==> src/rtl/cva6_sq_pkg.sv <==
// Shared definitions for the commit store queue.
// Contents: default-configuration sizing localparams, the queue entry type
// (address, data, byte enables) and the wrap-around pointer increment helper.
package cva6_sq_pkg;

  localparam int unsigned SQ_DEPTH  = 7;
  localparam int unsigned SQ_ADDR_W = 32;
  localparam int unsigned SQ_DATA_W = 32;
  localparam int unsigned SQ_BE_W   = SQ_DATA_W / 8;
  localparam int unsigned PTR_W     = $clog2(SQ_DEPTH);

  typedef struct packed {
    logic [SQ_ADDR_W-1:0] addr;
    logic [SQ_DATA_W-1:0] data;
    logic [SQ_BE_W-1:0]   be;
  } sq_entry_t;

  // Depth need not be a power of two, so wrap by compare rather than overflow.
  function automatic int unsigned wrap_inc(input int unsigned ptr, input int unsigned depth);
    return (ptr == depth - 1) ? 0 : ptr + 1;
  endfunction

endpackage

==> src/rtl/cva6_sq_storage.sv <==
// Entry register array for the commit store queue.
// One write port (we_i/waddr_i/w*_i) and one combinational read port
// (raddr_i -> r*_o). Storage is not reset.
// With CVA6_SQ_LOAD_CHECK_EN defined it also compares ld_addr_i against every
// entry selected by occ_i (word-granular) and reports any match on ld_hit_o.
module cva6_sq_storage
  import cva6_sq_pkg::*;
#(
  parameter int unsigned DEPTH  = 7,
  parameter int unsigned ADDR_W = 32,
  parameter int unsigned DATA_W = 32,
  parameter int unsigned BE_W   = DATA_W / 8,
  parameter int unsigned PW     = (DEPTH > 1) ? $clog2(DEPTH) : 1
) (
  input  logic              clk_i,
  input  logic              we_i,
  input  logic [PW-1:0]     waddr_i,
  input  logic [ADDR_W-1:0] waddr_val_i,
  input  logic [DATA_W-1:0] wdata_i,
  input  logic [BE_W-1:0]   wbe_i,
  input  logic [PW-1:0]     raddr_i,
  output logic [ADDR_W-1:0] raddr_val_o,
  output logic [DATA_W-1:0] rdata_o,
  output logic [BE_W-1:0]   rbe_o
`ifdef CVA6_SQ_LOAD_CHECK_EN
  ,
  input  logic [DEPTH-1:0]  occ_i,
  input  logic [ADDR_W-1:0] ld_addr_i,
  output logic              ld_hit_o
`endif
);

  typedef struct packed {
    logic [ADDR_W-1:0] addr;
    logic [DATA_W-1:0] data;
    logic [BE_W-1:0]   be;
  } entry_t;

  entry_t mem_q [DEPTH];

  always_ff @(posedge clk_i) begin
    if (we_i) begin
      mem_q[waddr_i] <= '{addr: waddr_val_i, data: wdata_i, be: wbe_i};
    end
  end

  assign raddr_val_o = mem_q[raddr_i].addr;
  assign rdata_o     = mem_q[raddr_i].data;
  assign rbe_o       = mem_q[raddr_i].be;

`ifdef CVA6_SQ_LOAD_CHECK_EN
  localparam int unsigned LSB = $clog2(BE_W);

  always_comb begin
    ld_hit_o = 1'b0;
    for (int unsigned i = 0; i < DEPTH; i++) begin
      if (occ_i[i] && (mem_q[i].addr[ADDR_W-1:LSB] == ld_addr_i[ADDR_W-1:LSB])) begin
        ld_hit_o = 1'b1;
      end
    end
  end
`endif

endmodule

==> src/rtl/cva6_commit_store_queue.sv <==
// Circular store queue between the LSU store path and the D-cache store port.
// Entries head->cmt are committed (drained to the cache via req_valid_o /
// req_ready_i); entries cmt->tail are speculative and are discarded by flush_i.
// Ports: clk_i, rst_ni (sync, active-low), flush_i, push_* (store in),
// commit_i/commit_ready_o, req_* (cache port), empty_o, count_o.
// Optional macro CVA6_SQ_LOAD_CHECK_EN adds ld_addr_i / ld_hit_o for
// load-vs-store address matching over all occupied entries.
module cva6_commit_store_queue
  import cva6_sq_pkg::*;
#(
  parameter  int unsigned DEPTH  = 7,
  parameter  int unsigned ADDR_W = 32,
  parameter  int unsigned DATA_W = 32,
  localparam int unsigned BE_W   = DATA_W / 8
) (
  input  logic                       clk_i,
  input  logic                       rst_ni,
  input  logic                       flush_i,
  input  logic                       push_valid_i,
  output logic                       push_ready_o,
  input  logic [ADDR_W-1:0]          push_addr_i,
  input  logic [DATA_W-1:0]          push_data_i,
  input  logic [BE_W-1:0]            push_be_i,
  input  logic                       commit_i,
  output logic                       commit_ready_o,
  output logic                       req_valid_o,
  input  logic                       req_ready_i,
  output logic [ADDR_W-1:0]          req_addr_o,
  output logic [DATA_W-1:0]          req_data_o,
  output logic [BE_W-1:0]            req_be_o,
  output logic                       empty_o,
  output logic [$clog2(DEPTH+1)-1:0] count_o
`ifdef CVA6_SQ_LOAD_CHECK_EN
  ,
  input  logic [ADDR_W-1:0]          ld_addr_i,
  output logic                       ld_hit_o
`endif
);

  localparam int unsigned PW = (DEPTH > 1) ? $clog2(DEPTH) : 1;
  localparam int unsigned CW = $clog2(DEPTH + 1);

  logic [PW-1:0] head_q, head_d, cmt_q, cmt_d, tail_q, tail_d;
  logic [CW-1:0] com_cnt_q, com_cnt_d, spec_cnt_q, spec_cnt_d, total;
  logic          do_push, do_commit, do_issue;
  logic [ADDR_W-1:0] rd_addr;
  logic [DATA_W-1:0] rd_data;
  logic [BE_W-1:0]   rd_be;

  function automatic logic [PW-1:0] inc(input logic [PW-1:0] p);
    return PW'(wrap_inc(32'(p), DEPTH));
  endfunction

  assign total          = com_cnt_q + spec_cnt_q;
  assign push_ready_o   = (total < CW'(DEPTH)) && !flush_i;
  assign commit_ready_o = (spec_cnt_q != '0);
  assign req_valid_o    = (com_cnt_q != '0);
  assign empty_o        = (total == '0);
  assign count_o        = total;

  assign do_push   = push_valid_i && push_ready_o;
  assign do_commit = commit_i && commit_ready_o;
  assign do_issue  = req_valid_o && req_ready_i;

  always_comb begin
    head_d     = head_q;
    cmt_d      = cmt_q;
    tail_d     = tail_q;
    com_cnt_d  = com_cnt_q + CW'(do_commit) - CW'(do_issue);
    spec_cnt_d = spec_cnt_q + CW'(do_push) - CW'(do_commit);
    if (do_push)   tail_d = inc(tail_q);
    if (do_commit) cmt_d  = inc(cmt_q);
    if (do_issue)  head_d = inc(head_q);
    // Flush sees this cycle's commit: speculative region collapses onto new cmt.
    if (flush_i) begin
      tail_d     = cmt_d;
      spec_cnt_d = '0;
    end
  end

  always_ff @(posedge clk_i) begin
    if (!rst_ni) begin
      head_q     <= '0;
      cmt_q      <= '0;
      tail_q     <= '0;
      com_cnt_q  <= '0;
      spec_cnt_q <= '0;
    end else begin
      head_q     <= head_d;
      cmt_q      <= cmt_d;
      tail_q     <= tail_d;
      com_cnt_q  <= com_cnt_d;
      spec_cnt_q <= spec_cnt_d;
    end
  end

`ifdef CVA6_SQ_LOAD_CHECK_EN
  logic [DEPTH-1:0] occ;
  logic             raw_hit;

  // Entry i is occupied when its distance from head is below the total count.
  always_comb begin
    occ = '0;
    for (int unsigned i = 0; i < DEPTH; i++) begin
      int unsigned off;
      off    = (i >= 32'(head_q)) ? i - 32'(head_q) : i + DEPTH - 32'(head_q);
      occ[i] = (off < 32'(total));
    end
  end

  assign ld_hit_o = raw_hit && rst_ni;
`endif

  cva6_sq_storage #(
    .DEPTH  (DEPTH),
    .ADDR_W (ADDR_W),
    .DATA_W (DATA_W),
    .BE_W   (BE_W),
    .PW     (PW)
  ) i_storage (
    .clk_i       (clk_i),
    .we_i        (do_push),
    .waddr_i     (tail_q),
    .waddr_val_i (push_addr_i),
    .wdata_i     (push_data_i),
    .wbe_i       (push_be_i),
    .raddr_i     (head_q),
    .raddr_val_o (rd_addr),
    .rdata_o     (rd_data),
    .rbe_o       (rd_be)
`ifdef CVA6_SQ_LOAD_CHECK_EN
    ,
    .occ_i       (occ),
    .ld_addr_i   (ld_addr_i),
    .ld_hit_o    (raw_hit)
`endif
  );

  // Storage is unreset; mask the head so idle outputs read zero.
  assign req_addr_o = req_valid_o ? rd_addr : '0;
  assign req_data_o = req_valid_o ? rd_data : '0;
  assign req_be_o   = req_valid_o ? rd_be   : '0;

`ifndef SYNTHESIS
  commit_without_spec: assert property (@(posedge clk_i) disable iff (!rst_ni)
    commit_i |-> commit_ready_o);
`endif

endmodule

==> config.mk <==
export PLATFORM = sky130hd
export DESIGN_NAME = cva6_commit_store_queue
export DESIGN_NICKNAME = d
export VERILOG_FILES = /design/src/rtl/cva6_sq_pkg.sv /design/src/rtl/cva6_sq_storage.sv /design/src/rtl/cva6_commit_store_queue.sv
export SDC_FILE = /design/constraint.sdc
export NUM_CORES = 1
export LEC_CHECK = 0
export ABC_AREA = 1
export CAP_MARGIN = 20
export CORE_MARGIN = 5
export CORE_UTILIZATION = 58
export DETAILED_ROUTE_END_ITERATION = 8
export GPL_TIMING_DRIVEN = 0
export PLACE_DENSITY = 0.79
export SYNTH_ARGS = -nofsm -noshare
export SYNTH_HDL_FRONTEND = slang
export SYNTH_SLANG_ARGS = --single-unit
==> constraint.sdc <==
create_clock -name clk_i -period 13.2 [get_ports clk_i]
set_input_delay 2.64 -clock clk_i [delete_from_list [all_inputs] [get_ports clk_i]]
set_output_delay 2.64 -clock clk_i [all_outputs]
set_load 0.02 [all_outputs]
---- Yosys cells after proc, flatten, opt, wreduce, memory -nomap -nowiden ----
Memories as Yosys holds them, arrays and structs flattened. A register that Yosys moved wholly into a read port is not among the register bits.
Index checks and enable logic that the tools add are counted.
word-level totals
  memory bits (writable) .................. 476
  logic and storage cells ................. 42
  output and inout port bits .............. 75
  memories ................................ 1
  bits of input ports ..................... 74
  register bits ........................... 15
cells by class
  order comparisons ....................... 1
  reductions and logical operators ........ 10
  mux-type cells .......................... 13
  $add $sub $neg .......................... 8
  eq/ne operators ......................... 3
  bitwise operators ....................... 1
memory list
  memory           words  width  rd ports  clocked after memory_dff  write ports  line                   text
  i_storage.mem_q  7      68     1         1                         1            cva6_sq_storage.sv:39  entry_t mem_q [DEPTH];
operators with widths
  cell                                                            count
  32-bit 2-to-1 mux                                               2
  3-bit 2-to-1 mux                                                8
  3-bit by 1-bit adder with 3-bit output (second input constant)  3
  3-bit == test (second input constant)                           3
  3-bit by 1-bit adder with 3-bit output                          2
  3-bit nonzero test                                              2
  3-bit by 1-bit subtractor with 3-bit output                     2
  1-bit logical AND                                               4
  4-bit 2-to-1 mux                                                1
  3-bit adder                                                     1
  3-bit logical NOT                                               1
  3-bit less-than comparator (second input constant)              1
  1-bit 2-to-1 mux                                                2
  2-bit nonzero test                                              1
  2-bit OR reduction                                              1
  1-bit logical NOT                                               1
  1-bit NOT                                                       1

---- Depth between registers and ports, before layout ----
Gate-level depths: netlist of the first run.
  depth after elaboration ................. 6
  mapped depth ............................ 13
  depth with buffers taken out ............ 13

---- Hierarchy ----
Synthesis of the first run repeated with hierarchy kept, for this count alone.
unflattened totals
  cells, all modules ...................... 2,089
  area, all modules ....................... 21,446.8 um^2
by module, submodules not included
  module                   area an instance (um^2)  cells each  instances
  cva6_sq_storage          20,020.5                 1,819       1
  cva6_commit_store_queue  1,426.4                  270         1

---- Worst setup path after synthesis of the first run ----
No wires, ideal clock.
  path type ............................... input to register
  from .................................... input port flush_i
  to ...................................... memory i_storage.mem_q[3][0] in the netlist's numbering (enable)
  stages .................................. 3
  data required time ...................... 12.538 ns
  buffers on the path ..................... 0
  data arrival time ....................... 9.431 ns
  slack ................................... 3.107 ns
  path through ............................ inv_1 -> nand3_2 -> nor4_1
between the ends
  cells in the longest elaborated chain, start to end .. 5
RTL lines
  element                                 line                           text
  from (decl)                             cva6_commit_store_queue.sv:18  input logic flush_i,
  1-bit logical NOT                       cva6_commit_store_queue.sv:55  assign push_ready_o = (total < CW'(DEPTH)) && !flush_i;
  1-bit logical AND                       cva6_commit_store_queue.sv:55
  1-bit logical AND                       cva6_commit_store_queue.sv:61  assign do_push = push_valid_i && push_ready_o;
  1-bit 2-to-1 mux                        cva6_sq_storage.sv:42          if (we_i) begin
  1-bit 2-to-1 mux (implied by the code)  cva6_sq_storage.sv:43          mem_q[waddr_i] <= '{addr: waddr_val_i, data: wdata_i, be: wbe_i};
  to (decl)                               cva6_sq_storage.sv:39
No other way between the ends.

---- Worst setup path in the final report of the first run ----
  from .................................... input port flush_i
  to ...................................... output port push_ready_o
between the ends
  cells in the longest elaborated chain, start to end .. 2
RTL lines
  element            line                           text
  1-bit logical NOT  cva6_commit_store_queue.sv:55
  1-bit logical AND  cva6_commit_store_queue.sv:55
  to (decl)          cva6_commit_store_queue.sv:20  output logic push_ready_o,
No other way between the ends.

==> results.json, run 1 <==
{
  "status": "finished, final reports clean",
  "reg2reg_setup_slack_ns": 9.93,
  "setup_violations": 0,
  "combinationalPowerShare_pct": 28.1,
  "cp_common_cell": "clkdlybuf4s50_1",
  "rr_worst_depth": 11,
  "wirelength_um": 48160,
  "track_usage_pct": 25.69,
  "synth_area_leaders": "edfxtp_1 (74%), nand2_1 (4.6%), o21ai_0 (3.0%), nor2_1 (2.9%), o211ai_1 (2.6%)",
  "gp_congestion": 0.8085,
  "antenna_found_initial": 5,
  "endpoint": "push_ready_o",
  "cp-end-kind": "output port",
  "wl_per_cell_um": 22.04,
  "grt_overflow": 0,
  "r2r_start": "com_cnt_q[0]",
  "fin_worst_skew_ns": 0.02070,
  "area_growth_syn_to_layout_pct": 21.01,
  "port_buffers": 148,
  "power_frac_seq_pct": 41.7,
  "maxCapViolCount": 0,
  "worstReg2RegEnd": "i_storage.mem_q[4][33]",
  "max_freq_mhz": 149.4,
  "cts_tree": "built",
  "yosys-top-cells-count": "edfxtp_1 (476), nand2_1 (239), nor2_1 (149)",
  "final_layout_size_suffix_gt1_share_pct": 9.908,
  "layout.nets": 1785,
  "crit_start": "flush_i",
  "drt-vias-per-instance": 5.975,
  "path_cells": "clkdlybuf4s50_1 -> inv_1 -> nand2_1 -> inv_2 -> clkdlybuf4s50_1",
  "cp_data_arrival_time_ns": 4.05,
  "drt_iter0_markers": 1450,
  "synth-edff-count": 476,
  "post_cts.repair.setup_buffers": 0,
  "synth.distinct_cells": 32,
  "cts-root-buf": "clkbuf_16",
  "synthesis.nets": 1542,
  "grt_max_degree": 30,
  "drc": 0,
  "hold_buffers": 0,
  "rows": 67,
  "yosys_warnings": 0,
  "syn_inst": 1460,
  "cts_resized": 0,
  "ys_ff_latch": 494,
  "period_minus_slack_ns": 6.692,
  "startpoint_type": "input port",
  "critPathSlowestCell": "clkdlybuf4s50_1",
  "first_pass_iters": 6,
  "synth.avg_cell_area_um2": 13.31,
  "post-route-period-util_pct": 50.70,
  "relSlewSlack_pct": 49.32,
  "place_area_um2": 22040,
  "postLayoutSetupSlackWorst_ns": 6.508,
  "peakVddDrop_mv": 0.1226,
  "critPathMaxFanout": 7,
  "p_per_area_nw_per_um2": 181.0,
  "yosysMostFrequentCell": "edfxtp_1",
  "postRouteAntennaNets": 0,
  "synthFlopType": "edfxtp_1",
  "finalPower_mw": 4.255,
  "dieWidth_um": 193.0,
  "clock_power_share_pct": 30.2,
  "worstSetupPathType": "in2out",
  "insertion_delay_ns": 0.56,
  "core_area_um2": 33280,
  "h-tree-depth": 2,
  "hold_viol_final": 0,
  "critPathTopFamily": "buffers and inverters",
  "hp-class": "reg2reg",
  "dpl.cell_count": 2100,
  "ios": 149,
  "intPower_mw": 2.934,
  "place_ws_ns": 6.516,
  "die_area_um2": 37250,
  "netlist_area_um2": 19430,
  "num-fill-cells": 2172,
  "cts_made_buffers": 49,
  "rsz0062_at_grt": "no",
  "sw_frac_of_total_pct": 31.04,
  "ctsLongestPathBuffers": 3,
  "synth_seq_area_share_pct": 75.43,
  "path_clk_slew_ns": 0.06,
  "initial_core_util_pct": 58.37,
  "tightest_slew_ns": 0.7584,
  "async_reset_ff_share_pct": 0,
  "die_y_um": 193.0,
  "required_ns": 10.56,
  "yosysTopAreaCell": "edfxtp_1",
  "netlist.area_leader.share_pct": 73.58,
  "static-leakage-power_nw": 8.207,
  "power_switching_mw": 1.321,
  "hpwl_um": 31330,
  "clock-sinks": 494,
  "vias": 13060,
  "grt_pass1_wl_um": 73180,
  "grt_pass1_vias": 13250,
  "cp.depth": 5,
  "hold_slack_ns": 0.4985,
  "final_cell_count_no_fill": 2185,
  "critPathMaxStageDelay_ns": 0.60,
  "stdcell_area_um2": 23510,
  "hold_start": "head_q[0]",
  "final_max_slew_viol_count": 0,
  "crit_buf_inv": 4
}
==> cell usage in the layout, fill, tap and decap left out, types with 2 or more instances in the layout <==
cell and instances:
edfxtp_1 476, nand2_1 239, clkdlybuf4s50_1 148, nor2_1 147
o21ai_0 116, nand3_1 78, a21oi_1 74, o22ai_1 68
o211ai_1 68, clkbuf_1 53, clkbuf_16 51, buf_6 42
o21ai_1 25, inv_1 24, buf_2 21, dfxtp_1 18
buf_4 17, clkinv_2 9, buf_1 7, clkinv_1 7
inv_2 6, buf_8 5, ha_1 5, buf_12 4
nor3_2 4, inv_6 3, fa_1 3, nor2_4 2
xnor2_1 2, clkbuf_8 2, buf_16 2
==> stage by stage <==
step           setup TNS (ns)  utilization, %
2_1_floorplan               0               -
4_1_cts                     0           70.63
3_3_place_gp          -180.51           64.51
5_1_grt                     0           70.63
6_report                    0           70.63
3_5_place_dp                0           66.22
==> cell families after synthesis <==
kind of cell	count (synthesis)	share of synthesized area, %
AO/OA/AOI/OAI	353	10.43
AND/OR/NAND/NOR	477	9.867
adder cells (fa/ha/maj)	8	0.6312
buffers and inverters	126	3.549
flip-flops	494	75.43
XOR/XNOR	2	0.09019
==> cell type report <==
| class | instances | area, um^2 | share of cell area, % |
|---|---|---|---|
| plain buffers | 95 | 568.0 | 2.416 |
| clock inverters | 19 | 118.9 | 0.5056 |
| well taps | 448 | 560.5 | 2.385 |
| inverters | 31 | 121.4 | 0.5163 |
| flip-flops and latches | 494 | 14650 | 62.34 |
| diodes | 1 | 2.502 | 0.01065 |
| repair buffers | 192 | 2009 | 8.548 |
| clock buffers | 65 | 1349 | 5.738 |
| multi-input cells | 840 | 4124 | 17.54 |
==> worst min path at each step <==
stage	slack, ns	cells past startpoint	to
floorplan	0.44	2	register
global placement	0.46	2	head_q[2]
detailed placement	0.49	2	head_q[2]
CTS	0.50	2	head_q[0]
global route	0.53	2	head_q[0]
finish	0.50	2	head_q[0]
==> power groups by stage <==
stage	Combinational, mW	Clock (mW)	Sequential [mW]
after detailed placement	1.19	0	1.81
final	1.20	1.29	1.77
after global placement	1.16	0	1.81
after CTS	1.20	1.29	1.77
after global routing	1.29	1.37	1.78
after floorplan	0.667	0	1.80
==> sequential cells by signal, summed over array words and instances, names as in the netlist, named ones only <==
signal	flops
com_cnt_q	3
spec_cnt_q	3
head_q	3
tail_q	3
i_storage.mem_q	476
cmt_q	3
==> routing by layer <==
layer,up-vias,share of wire [%],GRT usage [%],routed length (um)
met2,708,50,44.11,24240
li1,5872,-,-,-
met1,6359,38,33.83,18390
met5,-,0.10,0,50
met4,8,2.7,8.224,1288
met3,109,8.7,4.555,4183
==> worst reg2reg max path, cell delays in order (launching register included) <==
cell and delay (ns):
dfxtp_1 0.34, ha_1 0.22, fa_1 0.49, nand2_1 0.08
inv_1 0.04, nand3_1 0.10, nand3_2 0.29, nor3_2 0.56
buf_6 0.24, buf_4 0.24, buf_6 0.21, buf_8 0.17
(Power assumes the default switching activity.)
==> inputs of run 2 (changes only) <==
- clock period: 13.2 -> 6.47 ns (I/O delays scaled with it)
==> run 2 against run 1 <==
Net effect: final cell count grew 0.18%; worst setup slack worse by 4.6 ns; critical path type is now reg2out; final area barely moved; register-to-register slack got worse by 6.8 ns; total power grew 110%; sequential power up 100%.
==> results.json, run 2 (synthesis results as in run 1) <==
{
  "status": "finished, final reports clean",
  "grt_overflow": 0,
  "stdcell_area_um2": 23530,
  "dieWidth_um": 193.0,
  "r2r_start": "spec_cnt_q[0]",
  "cts_resized": 0,
  "cts-root-buf": "clkbuf_16",
  "path_cells": "inv_2 -> buf_2 -> buf_1 -> o211ai_1 -> a21oi_1 -> clkdlybuf4s50_1",
  "final_cell_mix": "edfxtp_1 (476), nand2_1 (239), clkdlybuf4s50_1 (148)",
  "grt_max_degree": 30,
  "sw_frac_of_total_pct": 30.80,
  "path_clk_slew_ns": 0.06,
  "largest_reg_flops": 476,
  "die_area_um2": 37250,
  "grt_pass1_vias": 13100,
  "drc": 0,
  "insertion_delay_ns": 0.55,
  "startpoint_type": "register",
  "place_area_um2": 21990,
  "initial_core_util_pct": 58.37,
  "wirelength_um": 47050,
  "core_area_um2": 33280,
  "hold_start": "head_q[2]",
  "regMostFlops": "i_storage.mem_q",
  "hp-class": "reg2reg",
  "ctsLongestPathBuffers": 3,
  "setup_violations": 0,
  "grt_pass1_wl_um": 71970,
  "cts_made_buffers": 48,
  "required_ns": 5.18,
  "critPathMaxFanout": 10,
  "critPathMaxStageDelay_ns": 0.67,
  "tightest_slew_ns": 0.7010,
  "peakVddDrop_mv": 0.2528,
  "clock-sinks": 494,
  "layout.nets": 1779,
  "area_growth_syn_to_layout_pct": 21.11,
  "fin_worst_skew_ns": 0.01383,
  "cts_tree": "built",
  "port_buffers": 148,
  "final_layout_size_suffix_gt1_share_pct": 9.620,
  "rows": 67,
  "vias": 12990,
  "combinationalPowerShare_pct": 27.9,
  "clock_power_share_pct": 30.6,
  "wl_per_cell_um": 21.49,
  "power_frac_seq_pct": 41.4,
  "relSlewSlack_pct": 53.01,
  "worstSetupPathType": "reg2out",
  "critPathSlowestCell": "clkdlybuf4s50_1",
  "drt_iter0_markers": 1388,
  "antenna_found_initial": 2,
  "gp_congestion": 0.8011,
  "post_cts.repair.setup_buffers": 0,
  "maxCapViolCount": 0,
  "cp_data_arrival_time_ns": 3.26,
  "intPower_mw": 6.040,
  "max_freq_mhz": 219.8,
  "finalPower_mw": 8.728,
  "final_common_cell": "edfxtp_1",
  "h-tree-depth": 2,
  "postRouteAntennaNets": 0,
  "p_per_area_nw_per_um2": 371.0,
  "hpwl_um": 31240,
  "static-leakage-power_nw": 8.193,
  "power_switching_mw": 2.688,
  "final_max_slew_viol_count": 0,
  "finalCoreUtilization_pct": 70.69,
  "die_y_um": 193.0,
  "hold_buffers": 0,
  "period_minus_slack_ns": 4.549,
  "hold_viol_final": 0,
  "ios": 149,
  "dpl.cell_count": 2095,
  "cp-end-kind": "output port",
  "rsz0062_at_grt": "no",
  "final_cell_count_no_fill": 2189,
  "drt-vias-per-instance": 5.936,
  "first_pass_iters": 8,
  "track_usage_pct": 24.98,
  "post-route-period-util_pct": 70.31
}
## run 2: layout make-up
type	instances	area (um^2)
flip-flops and latches	494	14650
inverters	31	121.4
clock inverters	26	172.7
plain buffers	95	568.0
well taps	448	560.5
fillers	2155	9754
clock buffers	63	1353
diodes	5	12.51
multi-input cells	840	4133
repair buffers	187	1952
## run 2: stage by stage
stage	setup TNS, ns	hold slack, ns	setup WS (ns)
2_1_floorplan	-105.24	0.4418	-0.3869
3_3_place_gp	-1592.40	0.4584	-4.680
3_5_place_dp	0	0.4762	2.430
4_1_cts	0	0.4850	1.931
5_1_grt	0	0.4999	1.843
6_report	0	0.4831	1.921
## run 2: power by group through the flow
stage               logic [mW]  registers, mW  clock network [mW]
floorplan                 1.36           3.68                   0
finish                    2.44           3.62                2.67
detailed placement        2.42           3.68                   0
global placement          2.36           3.70                   0
CTS                       2.44           3.62                2.70
global route              2.63           3.62                2.83
## run 2: path summary, 6_finish.rpt
kind / endpoint / slack, ns / cells after the start
max: req_be_o[3] / 1.92 / 6
min: head_q[2] / 0.48 / 2
max reg2reg: i_storage.mem_q[1][30] / 3.15 / 11
min reg2reg: head_q[2] / 0.48 / 2
## run 2: critical path: cells and delay by family, from the launching register on
| kind | cells | cell delay, ns |
|---|---|---|
| buf+inv | 4 | 1.72 |
| compound gates | 2 | 0.54 |
| flops | 1 | 0.44 |
## run 2: metal layers
metal,vias up,share of wire [%],track usage (%)
met5,-,0.015,0
met4,2,2.4,7.081
met3,92,8.9,3.979
met2,758,51,43.21
met1,6261,38,33.33
li1,5880,-,-
